<file path="src/rtl/zpu_alu_issuer_pkg.sv">
// Shared ZPU ALU definitions: opcode encodings, issuer state type and defaults.
package zpu_alu_issuer_pkg;

  localparam int ALU_OP_WIDTH = 5;

  localparam logic [ALU_OP_WIDTH-1:0] ALU_NOP     = 5'd0;
  localparam logic [ALU_OP_WIDTH-1:0] ALU_AND     = 5'd1;
  localparam logic [ALU_OP_WIDTH-1:0] ALU_OR      = 5'd2;
  localparam logic [ALU_OP_WIDTH-1:0] ALU_NOT     = 5'd3;
  localparam logic [ALU_OP_WIDTH-1:0] ALU_XOR     = 5'd4;
  localparam logic [ALU_OP_WIDTH-1:0] ALU_PLUS    = 5'd5;
  localparam logic [ALU_OP_WIDTH-1:0] ALU_SUB     = 5'd6;
  localparam logic [ALU_OP_WIDTH-1:0] ALU_MULT    = 5'd7;
  localparam logic [ALU_OP_WIDTH-1:0] ALU_DIV     = 5'd8;
  localparam logic [ALU_OP_WIDTH-1:0] ALU_MOD     = 5'd9;
  localparam logic [ALU_OP_WIDTH-1:0] ALU_BARREL  = 5'd10;
  localparam logic [ALU_OP_WIDTH-1:0] ALU_IM      = 5'd11;
  localparam logic [ALU_OP_WIDTH-1:0] ALU_LESS    = 5'd12;
  localparam logic [ALU_OP_WIDTH-1:0] ALU_ULESS   = 5'd13;

  // Must cover the slowest multicycle unit (DIV, about 34 cycles) with margin.
  localparam int ALU_ISS_TIMEOUT = 255;

  typedef enum logic [1:0] {
    IDLE   = 2'd0,
    SETUP  = 2'd1,
    EXEC   = 2'd2,
    RESULT = 2'd3
  } alu_iss_state_t;

endpackage

</file>
<file path="src/rtl/zpu_cycle_watchdog.sv">
// Counts consecutive enabled cycles; expired is high during the TIMEOUT-th one.
module zpu_cycle_watchdog #(
  parameter int TIMEOUT = 255,
  parameter int TW      = $clog2(TIMEOUT + 1)
) (
  input  logic clk,
  input  logic reset_n,
  input  logic clear,
  input  logic enable,
  output logic expired
);

  logic [TW-1:0] count_reg;

  assign expired = enable && (count_reg == TW'(TIMEOUT - 1));

  always_ff @(posedge clk or negedge reset_n) begin
    if (!reset_n) begin
      count_reg <= '0;
    end else if (clear) begin
      count_reg <= '0;
    end else if (enable && !expired) begin
      count_reg <= count_reg + TW'(1);
    end
  end

endmodule

</file>
<file path="src/rtl/zpu_alu_issuer.sv">
// Issues one request at a time to the ZPU ALU over the op/done handshake and
// returns the captured result (or a watchdog abort) on a valid/ready port.
module zpu_alu_issuer
  import zpu_alu_issuer_pkg::*;
#(
  parameter int OP_W    = ALU_OP_WIDTH,
  parameter int TIMEOUT = ALU_ISS_TIMEOUT,
  parameter int TW      = $clog2(TIMEOUT + 1)
) (
  input  logic            clk,
  input  logic            reset_n,
  input  logic            req_valid,
  output logic            req_ready,
  input  logic [OP_W-1:0] req_op,
  input  logic [31:0]     req_a,
  input  logic [31:0]     req_b,
  input  logic            req_idim,
  output logic [31:0]     alu_a,
  output logic [31:0]     alu_b,
  output logic [OP_W-1:0] alu_op,
  output logic            flag_idim,
  input  logic [31:0]     alu_r,
  input  logic            alu_done,
  output logic            res_valid,
  input  logic            res_ready,
  output logic [31:0]     res_data,
  output logic            res_err,
  output logic            busy
);

  localparam logic [OP_W-1:0] OP_NOP = OP_W'(ALU_NOP);

  alu_iss_state_t  state_reg, state_next;
  logic [31:0]     alu_a_reg, alu_a_next;
  logic [31:0]     alu_b_reg, alu_b_next;
  logic            flag_idim_reg, flag_idim_next;
  logic [OP_W-1:0] op_reg, op_next;
  logic [OP_W-1:0] alu_op_reg, alu_op_next;
  logic [31:0]     res_data_reg, res_data_next;
  logic            res_err_reg, res_err_next;
  logic            accept;
  logic            wd_expired;

  zpu_cycle_watchdog #(
    .TIMEOUT (TIMEOUT),
    .TW      (TW)
  ) u_watchdog (
    .clk     (clk),
    .reset_n (reset_n),
    .clear   (state_reg != EXEC),
    .enable  (state_reg == EXEC),
    .expired (wd_expired)
  );

  // RESULT hands req_ready to writeback so consume and accept can share a cycle.
  always_comb begin
    case (state_reg)
      IDLE:    req_ready = 1'b1;
      RESULT:  req_ready = res_ready;
      default: req_ready = 1'b0;
    endcase
  end

  assign accept    = req_valid && req_ready;
  assign alu_a     = alu_a_reg;
  assign alu_b     = alu_b_reg;
  assign alu_op    = alu_op_reg;
  assign flag_idim = flag_idim_reg;
  assign res_data  = res_data_reg;
  assign res_err   = res_err_reg;
  assign res_valid = (state_reg == RESULT);
  assign busy      = (state_reg != IDLE);

  always_comb begin
    state_next     = state_reg;
    alu_a_next     = alu_a_reg;
    alu_b_next     = alu_b_reg;
    flag_idim_next = flag_idim_reg;
    op_next        = op_reg;
    res_data_next  = res_data_reg;
    res_err_next   = res_err_reg;

    case (state_reg)
      IDLE: begin
        if (accept) state_next = SETUP;
      end
      SETUP: begin
        state_next = EXEC;
      end
      EXEC: begin
        if (alu_done) begin
          res_data_next = alu_r;
          res_err_next  = 1'b0;
          state_next    = RESULT;
        end else if (wd_expired) begin
          res_data_next = 32'h0;
          res_err_next  = 1'b1;
          state_next    = RESULT;
        end
      end
      RESULT: begin
        if (res_ready) state_next = req_valid ? SETUP : IDLE;
      end
      default: state_next = IDLE;
    endcase

    if (accept) begin
      alu_a_next     = req_a;
      alu_b_next     = req_b;
      flag_idim_next = req_idim;
      op_next        = req_op;
    end

    // Opcode is only presented while executing; NOP elsewhere lets the ALU
    // preload operands in SETUP and clear its multicycle units after EXEC.
    alu_op_next = (state_next == EXEC) ? op_reg : OP_NOP;
  end

  always_ff @(posedge clk or negedge reset_n) begin
    if (!reset_n) begin
      state_reg     <= IDLE;
      alu_a_reg     <= 32'h0;
      alu_b_reg     <= 32'h0;
      flag_idim_reg <= 1'b0;
      op_reg        <= OP_NOP;
      alu_op_reg    <= OP_NOP;
      res_data_reg  <= 32'h0;
      res_err_reg   <= 1'b0;
    end else begin
      state_reg     <= state_next;
      alu_a_reg     <= alu_a_next;
      alu_b_reg     <= alu_b_next;
      flag_idim_reg <= flag_idim_next;
      op_reg        <= op_next;
      alu_op_reg    <= alu_op_next;
      res_data_reg  <= res_data_next;
      res_err_reg   <= res_err_next;
    end
  end

endmodule

</file>
<file path="config.mk">
export PLATFORM = sky130hd
export DESIGN_NAME = zpu_alu_issuer
export DESIGN_NICKNAME = d
export VERILOG_FILES = /design/src/rtl/zpu_alu_issuer_pkg.sv /design/src/rtl/zpu_cycle_watchdog.sv /design/src/rtl/zpu_alu_issuer.sv
export SDC_FILE = /design/constraint.sdc
export NUM_CORES = 1
export LEC_CHECK = 0
export BUFFER_PORTS_ARGS = -buffer_cell sky130_fd_sc_hd__buf_2
export CAP_MARGIN = 40
export CORE_ASPECT_RATIO = 0.6
export CORE_MARGIN = 10
export CORE_UTILIZATION = 50
export DETAILED_ROUTE_END_ITERATION = 12
export HOLD_SLACK_MARGIN = 0.12
export PLACE_DENSITY_LB_ADDON = 0.12
export SYNTH_ARGS = -nofsm -noshare
export SYNTH_HDL_FRONTEND = slang
export SYNTH_SLANG_ARGS = --single-unit
</file>
<file path="constraint.sdc">
create_clock -name clk -period 4.7 [get_ports clk]
set_clock_uncertainty 0.15 [all_clocks]
set_input_delay 0.705 -clock clk [delete_from_list [all_inputs] [get_ports clk]]
set_output_delay 0.705 -clock clk [all_outputs]
set_load 0.01 [all_outputs]
</file>
==> results.toml, run 1 <==
[route]
drt_pre_antenna_iters = 4
viasPerCell = 5.116
ant_nets = 0
drt-total-wl_um = 12420
drtIter0Drc = 132
route.detailed.drc = 0
wire_per_inst_um = 19.22
vias = 3305

[sta]
relSlewSlack_pct = 42.49
period_share_pct = 57.08
worst_slack_ns = 2.017
setup_viol = 0
final.setup.tns_ns = 0
fmax_ghz = 0.3728
final-hold-violation-count = 0
whs_ns = 0.1286
worstMarginPinSlew_ns = 0.8608
period_minus_slack_ns = 2.683
drv_slew = 0
rsz0062_at_grt = "false"

[global_routing]
grt_max_degree = 56
antenna_found_initial = 0
grt_pass1_wl_um = 18930
grt_pass1_vias = 3422
grt_use_total_pct = 17.87
grt-ovfl-total = 0

[cells_and_area]
most-common-layout-cells = "211 x buf_2, 118 x dfrtp_1, 55 x mux2_2, 32 x a22o_1, 17 x clkbuf_16"
nFillCells = 659
layout.area.seq_sq_um = 2953
nNetsFinal = 629
layout-drive-gt1-share_pct = 59.81
final_common_cell = "buf_2"
syn2layout_area_growth_pct = 38.89
multi_input_area_sq_um = 1495
stdcell_area_sq_um = 6395
diodes = 0

[logic_synthesis]
synth_area_leaders = "dfrtp_1 64%, mux2_2 13%, a22o_1 6.1%"
yosysTopAreaCell = "dfrtp_1"
syn_nets = 411
seq_area_frac_synth_pct = 64.13
synth_cell_types = 28
synth_top_cell_area_share_pct = 64.13
syn-instance-count = 299
ys_seq_elements = 118
syn_avg_cell_area_sq_um = 15.40
yosysWarnings = 0
synth_area_sq_um = 4604

[clocking]
clk_path_buf_depth = 2
cts_hold_buf = 0
cts_buffers = 17
clkSinkCount = 118
clkTransAtPathRegs_ns = 0.05
worstSkewPairLatency_ns = 0.40
post_cts_buffers = 0
htreeDepth = 4
cts_resized = 0
cts_tree = "built"
root_buffer = "clkbuf_16"

[setup_path]
start_kind = "register"
worstPathCellList = "inv_1 -> ha_1 -> and2_1 -> a21oi_4 -> a32oi_2 -> nor3b_1"
cp_data_arrival_time_ns = 2.84
ff2ff_setup_slack_ns = 2.02
worstPathRequired_ns = 4.86
r2r_cells = 6
criticalPathCategory = "reg2reg"
timing.rr.end = "alu_op[2]"
endpoint_kind = "register"
path_max_fanout = 33
worst_path_max_delay_cell = "a21oi_4"
cpPeakStageDelay_ns = 0.72
r2r-start = "state_reg[0]"

[floorplanning]
core_sq_um = 9087
die_h_um = 94.33
start_util_pct = 50.67
ios = 213
num_rows = 27
die_x_um = 143.9
die_area_sq_um = 13570

[place]
detailed_place_hpwl_um = 9481
postPlaceCellArea_sq_um = 5753
pre_cts_ws_ns = 2.065
io_buffers = 212
gp_congestion = 0.8083

[power_and_ir_drop]
ir_drop_mv = 0.4153
power_density_nw_per_um2 = 756.7
power_leakage_nw = 3.260

[flow_run]
cap_viol_max_count = 0

[min_path]
hold_path.class = "in2async"

[status]
outcome = "completed"
[synth_stat cells, drive strengths merged]
master	n
and3	1
and2	2
ha	5
a21oi	5
nor2b	1
nor2	10
nor3	1
a211oi	3
and4	2
clkbuf	4
nand2	4
inv	7
buf	13
dfrtp	118
a32oi	1
nand3	3
mux2	70
o21ai	2
nor3b	6
xnor2	5
a22o	32
o41ai	1
a31oi	3
[report_power, final]
| part | leakage, nW | internal (mW) | switching (mW) |
|---|---|---|---|
| logic | 1.50 | 0.889 | 0.856 |
| registers | 1.45 | 1.49 | 0.230 |
| clock network | 0.308 | 0.927 | 0.448 |
[worst max-delay path by stage]
stage / from / to / slack, ns / cells past startpoint
floorplan: state_reg[0] / alu_a[10] / 2.72 / 7
global placement: alu_done / alu_op[4] / 1.74 / 5
detailed placement: alu_done / alu_op[0] / 2.06 / 5
CTS: state_reg[0] / alu_op[2] / 2.05 / 6
global route: state_reg[0] / alu_op[2] / 1.78 / 6
finish: state_reg[0] / alu_op[2] / 2.02 / 6
[worst max-delay path, delay by kind of cell (launching register included)]
kind,cells,cell delay (ns)
adder cells (fa/ha/maj),1,0.30
AO/OA/AOI/OAI,2,1.05
flip-flops,1,0.36
buffers and inverters,1,0.10
AND/OR/NAND/NOR,2,0.63
[final cells by class]
class | count | share of cell area (%)
clock buffer | 20 | 7.298
inverter | 7 | 0.4109
timing repair buffer | 216 | 17.73
tap | 116 | 2.270
clock inverter | 12 | 2.739
sequential | 118 | 46.17
multi-input combinational | 157 | 23.38
[metrics by stage]
stage	instances	utilization, %	power [mW]
after CTS	646	70.37	4.907
after detailed placement	614	63.31	3.505
final	646	70.37	4.839
after floorplan	299	-	2.781
after global routing	646	70.37	5.126
after global placement	612	62.70	3.420
[per-layer routing]
layer | track usage, % | vias up | wire (um)
li1 | - | 1512 | -
met1 | 22.21 | 1641 | 4974
met2 | 27.61 | 139 | 5831
met3 | 7.920 | 13 | 1463
met4 | 5.753 | 0 | 149
met5 | 0 | - | 0
[logic make-up after synthesis]
| logic type | Yosys count | synth area share [%] |
|---|---|---|
| DFF | 118 | 64.13 |
| muxes | 70 | 17.93 |
| AOI/OAI and AO/OA | 47 | 8.696 |
| and+or+nand+nor | 30 | 3.478 |
| buffers and inverters | 24 | 3.451 |
| xor gates and xnor gates | 5 | 0.9510 |
| adders and majority gates | 5 | 1.359 |
Power figures use the tool's default switching activity.
==> run 2: changes to the inputs <==
--- a/config.mk
+++ b/config.mk
@@ -5,11 +5,12 @@
 export SDC_FILE = /design/constraint.sdc
 export NUM_CORES = 1
 export LEC_CHECK = 0
+export ABC_AREA = 1
 export BUFFER_PORTS_ARGS = -buffer_cell sky130_fd_sc_hd__buf_2
 export CAP_MARGIN = 40
 export CORE_ASPECT_RATIO = 0.6
 export CORE_MARGIN = 10
-export CORE_UTILIZATION = 50
+export CORE_UTILIZATION = 42
 export DETAILED_ROUTE_END_ITERATION = 12
 export HOLD_SLACK_MARGIN = 0.12
 export PLACE_DENSITY_LB_ADDON = 0.12
==> constraint.sdc (replaced) <==
create_clock -name clk -period 2.4 [get_ports clk]
set_clock_uncertainty 0.15 [all_clocks]
set_input_delay 0.36 -clock clk [delete_from_list [all_inputs] [get_ports clk]]
set_output_delay 0.36 -clock clk [all_outputs]
set_load 0.01 [all_outputs]
==> results.toml, run 2 <==
[setup_path]
cp_data_arrival_time_ns = 1.68
worst-path-buf-inv = 2
ff2ff_setup_slack_ns = 0.35
start_kind = "register"
r2r-start = "state_reg[0]"
path_max_fanout = 8
crit_family = "flip-flops"
worstPathRequired_ns = 1.89
timing.rr.end = "alu_a[28]"
r2r_cells = 6
criticalPathCategory = "reg2out"
worst_path_max_delay_cell = "dfrtp_1"
cpPeakStageDelay_ns = 0.39
endpoint_kind = "primary output"
worstPathCellList = "inv_1 -> ha_1 -> a21oi_4 -> buf_2"

[sta]
final-hold-violation-count = 0
drv_slew = 0
worstMarginPinSlew_ns = 0.6683
fmax_ghz = 0.4575
setup_viol = 0
relSlewSlack_pct = 55.45
period_minus_slack_ns = 2.186
final.setup.tns_ns = 0
whs_ns = 0.2615
period_share_pct = 91.08
rsz0062_at_grt = "false"

[power_and_ir_drop]
seq_power_share_pct = 35.3
ir_drop_mv = 0.6785
power_leakage_nw = 4.120
switchingPower_mw = 3.437
intPower_mw = 5.939
power_density_nw_per_um2 = 1250
p_sw_share_pct = 36.66
combPwrFrac_pct = 37.7
clkPwrFrac_pct = 27.0

[place]
io_buffers = 212
postPlaceCellArea_sq_um = 5871
gp_congestion = 0.8098
detailed_place_hpwl_um = 10590

[min_path]
hold_depth = 5
min_to = "state_reg[0]"
hold_path.class = "in2reg"
hp-start = "req_valid"

[route]
wire_per_inst_um = 17.18
viasPerCell = 4.905
drtIter0Drc = 269
ant_nets = 0
drt_pre_antenna_iters = 4
vias = 4581
drt-total-wl_um = 16040
route.detailed.drc = 0

[flow_run]
cap_viol_max_count = 0

[logic_synthesis]
synth_area_leaders = "dfrtp_1 63%, nand2_1 12%, nand3_1 7.6%"
synth_edf_count = 0
seq_area_frac_synth_pct = 62.85
async_reset_ff_share_pct = 100.0
syn_nets = 581
yosysTopAreaCell = "dfrtp_1"
synth_common_cells = "147 x nand2_1, 118 x dfrtp_1, 71 x nand3_1, 30 x a22o_1, 19 x inv_1"
synth_area_sq_um = 4698
syn_avg_cell_area_sq_um = 10.02
ys_seq_elements = 118
synth.most_common_cell = "nand2_1"
syn-instance-count = 469
yosysWarnings = 0
synth_top_cell_area_share_pct = 62.85
synth_cell_types = 25
synth_top_flop_cell = "dfrtp_1"

[clocking]
clk_path_buf_depth = 2
post_cts_buffers = 0
worstSkewPairLatency_ns = 0.40
cts_resized = 0
root_buffer = "clkbuf_16"
clkTransAtPathRegs_ns = 0.05
clkSinkCount = 118
cts_buffers = 17
htreeDepth = 4
cts_tree = "built"

[cells_and_area]
most-common-layout-cells = "211 x buf_2, 146 x nand2_1, 118 x dfrtp_1, 104 x dlygate4sd3_1, 71 x nand3_1"
nFillCells = 817
final_util_pct = 69.84
syn2layout_area_growth_pct = 59.65
final_common_cell = "buf_2"
layout.area.seq_sq_um = 2953
multi_input_area_sq_um = 1520
stdcell_area_sq_um = 7501
layout-drive-gt1-share_pct = 32.87
nNetsFinal = 895

[status]
outcome = "completed"

[global_routing]
grt_use_total_pct = 20.13
antenna_found_initial = 0
grt-ovfl-total = 0
grt_pass1_wl_um = 25520
grt_pass1_vias = 4722
grt_max_degree = 66

[floorplanning]
start_util_pct = 43.74
die_x_um = 156.5
die_area_sq_um = 15960
num_rows = 29
core_sq_um = 10740
ios = 213
die_h_um = 101.9
## run 2: changes by cell type after synthesis, moves of 6 or more
cell / previous run / this run
a21oi_1: 4 / 11
nor3b_1: 6 / 0
nand2_1: 4 / 147
mux2_4: 10 / 0
nor2_1: 10 / 17
buf_2: 4 / 15
inv_1: 7 / 19
mux2_2: 55 / 0
nand3_1: 3 / 71
## run 2: through the flow
| stage | std cells | power [mW] | setup slack (ns) |
|---|---|---|---|
| final | 934 | 9.376 | 0.2140 |
| after global routing | 933 | 10.04 | 0.1337 |
| after CTS | 933 | 9.428 | 0.1983 |
| after detailed placement | 799 | 6.716 | 0.3625 |
| after global placement | 799 | 6.612 | 0.4760 |
| after floorplan | 469 | 5.261 | 0.6915 |
## run 2: per-layer routing
layer | global-route usage [%] | vias up | routed length [um]
li1 | - | 2171 | -
met1 | 24.21 | 2185 | 6658
met2 | 32.10 | 200 | 7566
met3 | 7.718 | 25 | 1547
met4 | 8.592 | 0 | 272
met5 | 0 | - | 0
## run 2: worst register-to-register path, cell delays in order, from the launching register on
cell     delay [ns]
dfrtp_1        0.39
inv_1          0.14
ha_1           0.29
a21oi_4        0.26
buf_4          0.48
nand3_1        0.18
nand2_1        0.11
## run 2: repair_timing
| action | CTS | global route |
|---|---|---|
| hold endpoints to repair | 134 | 0 |
| endpoints found under the setup margin | 0 | 0 |
| hold buffers | 104 | 0 |
## run 2: cell families after synthesis
group	synth area share, %
xor gates and xnor gates	0.1865
AOI/OAI and AO/OA	8.309
buffers and inverters	5.006
DFF	62.85
and+or+nand+nor	22.32
adders and majority gates	1.332
## run 2: worst max-delay path by stage
stage                end  slack [ns]  depth (start not counted)    startpoint
2_1_floorplan  req_ready        0.69                          4  state_reg[0]
3_3_place_gp   alu_b[25]        0.48                          6  state_reg[0]
3_5_place_dp   alu_op[1]        0.36                          8  state_reg[0]
4_1_cts        req_ready        0.20                          4  state_reg[0]
5_1_grt        req_ready        0.13                          4  state_reg[0]
6_report       req_ready        0.21                          4  state_reg[0]
## run 2: area by class of cell
cell class	instances	area share, %
clock inverters	9	1.685
repair buffers	324	29.19
flip-flops and latches	118	39.37
well taps	139	2.319
clock buffers	21	6.138
multi-input cells	302	20.27
inverters	20	1.001
diodes	1	0.03336
## run 2: power groups by stage
stage          Sequential [mW]  Clock (mW)  Combinational (mW)
2_1_floorplan             3.67           0                1.59
3_3_place_gp              3.28           0                3.33
3_5_place_dp              3.30           0                3.42
4_1_cts                   3.28        2.58                3.56
5_1_grt                   3.41        2.68                3.95
6_report                  3.31        2.53                3.53
==> run 3: changes to the inputs <==
--- a/config.mk
+++ b/config.mk
@@ -10,10 +10,10 @@
 export CAP_MARGIN = 40
 export CORE_ASPECT_RATIO = 0.6
 export CORE_MARGIN = 10
-export CORE_UTILIZATION = 42
+export CORE_UTILIZATION = 47
 export DETAILED_ROUTE_END_ITERATION = 12
 export HOLD_SLACK_MARGIN = 0.12
-export PLACE_DENSITY_LB_ADDON = 0.12
+export PLACE_DENSITY = 0.78
 export SYNTH_ARGS = -nofsm -noshare
 export SYNTH_HDL_FRONTEND = slang
 export SYNTH_SLANG_ARGS = --single-unit
==> constraint.sdc (replaced) <==
create_clock -name clk -period 2.2 [get_ports clk]
set_clock_uncertainty 0.15 [all_clocks]
set_input_delay 0.33 -clock clk [delete_from_list [all_inputs] [get_ports clk]]
set_output_delay 0.33 -clock clk [all_outputs]
set_load 0.01 [all_outputs]
==> results.toml, run 3 (synthesized netlist as in run 2, its figures left out) <==
[status]
outcome = "completed"

[floorplanning]
start_util_pct = 47.90
core_sq_um = 9809
die_area_sq_um = 14530
die_x_um = 149.1
ios = 213
num_rows = 28
die_h_um = 97.45

[sta]
rsz0062_at_grt = "false"
period_minus_slack_ns = 2.045
drv_slew = 0
worstMarginPinSlew_ns = 0.5191
relSlewSlack_pct = 65.40
setup_viol = 0
period_share_pct = 92.94
final.setup.tns_ns = 0
fmax_ghz = 0.4891
whs_ns = 0.1423
final-hold-violation-count = 0

[route]
ant_nets = 0
route.detailed.drc = 0
wire_per_inst_um = 18.57
drt_pre_antenna_iters = 5
vias = 4776
viasPerCell = 5.103
drt-total-wl_um = 17380
drtIter0Drc = 377

[setup_path]
r2r_cells = 7
ff2ff_setup_slack_ns = 0.31
timing.rr.end = "res_data[15]"
start_kind = "register"
cp_data_arrival_time_ns = 1.56
endpoint_kind = "primary output"
r2r-start = "state_reg[0]"
criticalPathCategory = "reg2out"
worstPathRequired_ns = 1.72
path_max_fanout = 4

[global_routing]
grt_use_total_pct = 23.25
grt_max_degree = 68
grt_pass1_vias = 4943
antenna_found_initial = 3
grt_pass1_wl_um = 26950
grt-ovfl-total = 0

[clocking]
worstSkewPairLatency_ns = 0.41
cts_buffers = 17
htreeDepth = 4
cts_tree = "built"
clkTransAtPathRegs_ns = 0.06
clkSinkCount = 118
clk_path_buf_depth = 2
cts_resized = 0
post_cts_buffers = 0
root_buffer = "clkbuf_16"

[cells_and_area]
most-common-layout-cells = "211 x buf_2, 146 x nand2_1, 118 x dfrtp_1, 103 x dlygate4sd3_1, 71 x nand3_1"
layout.area.seq_sq_um = 2953
layout-drive-gt1-share_pct = 33.50
nNetsFinal = 896
nFillCells = 592
final_common_cell = "buf_2"
syn2layout_area_growth_pct = 60.67
multi_input_area_sq_um = 1520

[power_and_ir_drop]
ir_drop_mv = 0.7220
power_density_nw_per_um2 = 1409
power_leakage_nw = 4.143

[place]
detailed_place_hpwl_um = 10400
gp_congestion = 0.8184
io_buffers = 212

[min_path]
hold_path.class = "in2async"

[flow_run]
cap_viol_max_count = 0
run 3: cell types whose count changed in the layout (fill, tap and decap cells not counted), moves of 2 or more:
cell      delta
clkinv_2     -3
clkinv_4     +3
inv_6        +4
diode_2      +3
clkbuf_1     -2
buf_4        +3
clkbuf_8     -2
run 3: final cells by class:
class	count	share of cell area, %
sequential	118	39.12
timing repair buffer	325	28.91
multi-input combinational	302	20.14
clock buffer	17	5.636
clock inverter	15	2.834
tap	135	2.238
inverter	20	0.9945
antenna	4	0.1326
run 3: worst max-delay path: stages (launching register included):
cell	delay, ns
dfrtp_1	0.39
inv_1	0.08
ha_1	0.32
a21oi_4	0.19
buf_2	0.18
run 3: worst max path at each step:
stage	start	to	depth (start not counted)
global placement	u_watchdog.count_reg[0]	alu_op[3]	11
global route	state_reg[1]	req_ready	4
floorplan	state_reg[0]	req_ready	4
detailed placement	u_watchdog.count_reg[0]	alu_op[3]	11
finish	state_reg[1]	req_ready	4
CTS	state_reg[1]	req_ready	4
run 3: where the power goes:
group          internal [mW]  switching [mW]
Clock                   1.92            1.06
Sequential              3.12           0.550
Combinational           1.55            2.43
Total                   6.59            4.04
run 3: layer usage:
layer,GRT usage [%],part of all wire [%],vias up
met3,11.26,13,32
met1,27.69,39,2269
met4,9.091,1.7,0
met2,35.43,46,298
met5,0,0,-
li1,-,-,2177
run 3: timing repair:
| item | CTS | global route |
|---|---|---|
| endpoints found under the setup margin | 0 | 0 |
| hold buffers | 103 | 0 |
| endpoints found under the hold margin | 220 | 0 |
run 3: stage by stage:
step,setup slack (ns),total power [mW],instance area [sq um],std cells,util (%)
after detailed placement,0.3411,7.328,5868,797,59.82
final,0.1554,10.63,7548,936,76.95
after global routing,0.05502,11.29,7546,935,76.93
after CTS,0.1169,10.52,7538,932,76.85
after global placement,0.4372,7.202,5868,797,59.82
after floorplan,0.5215,5.739,4698,469,-
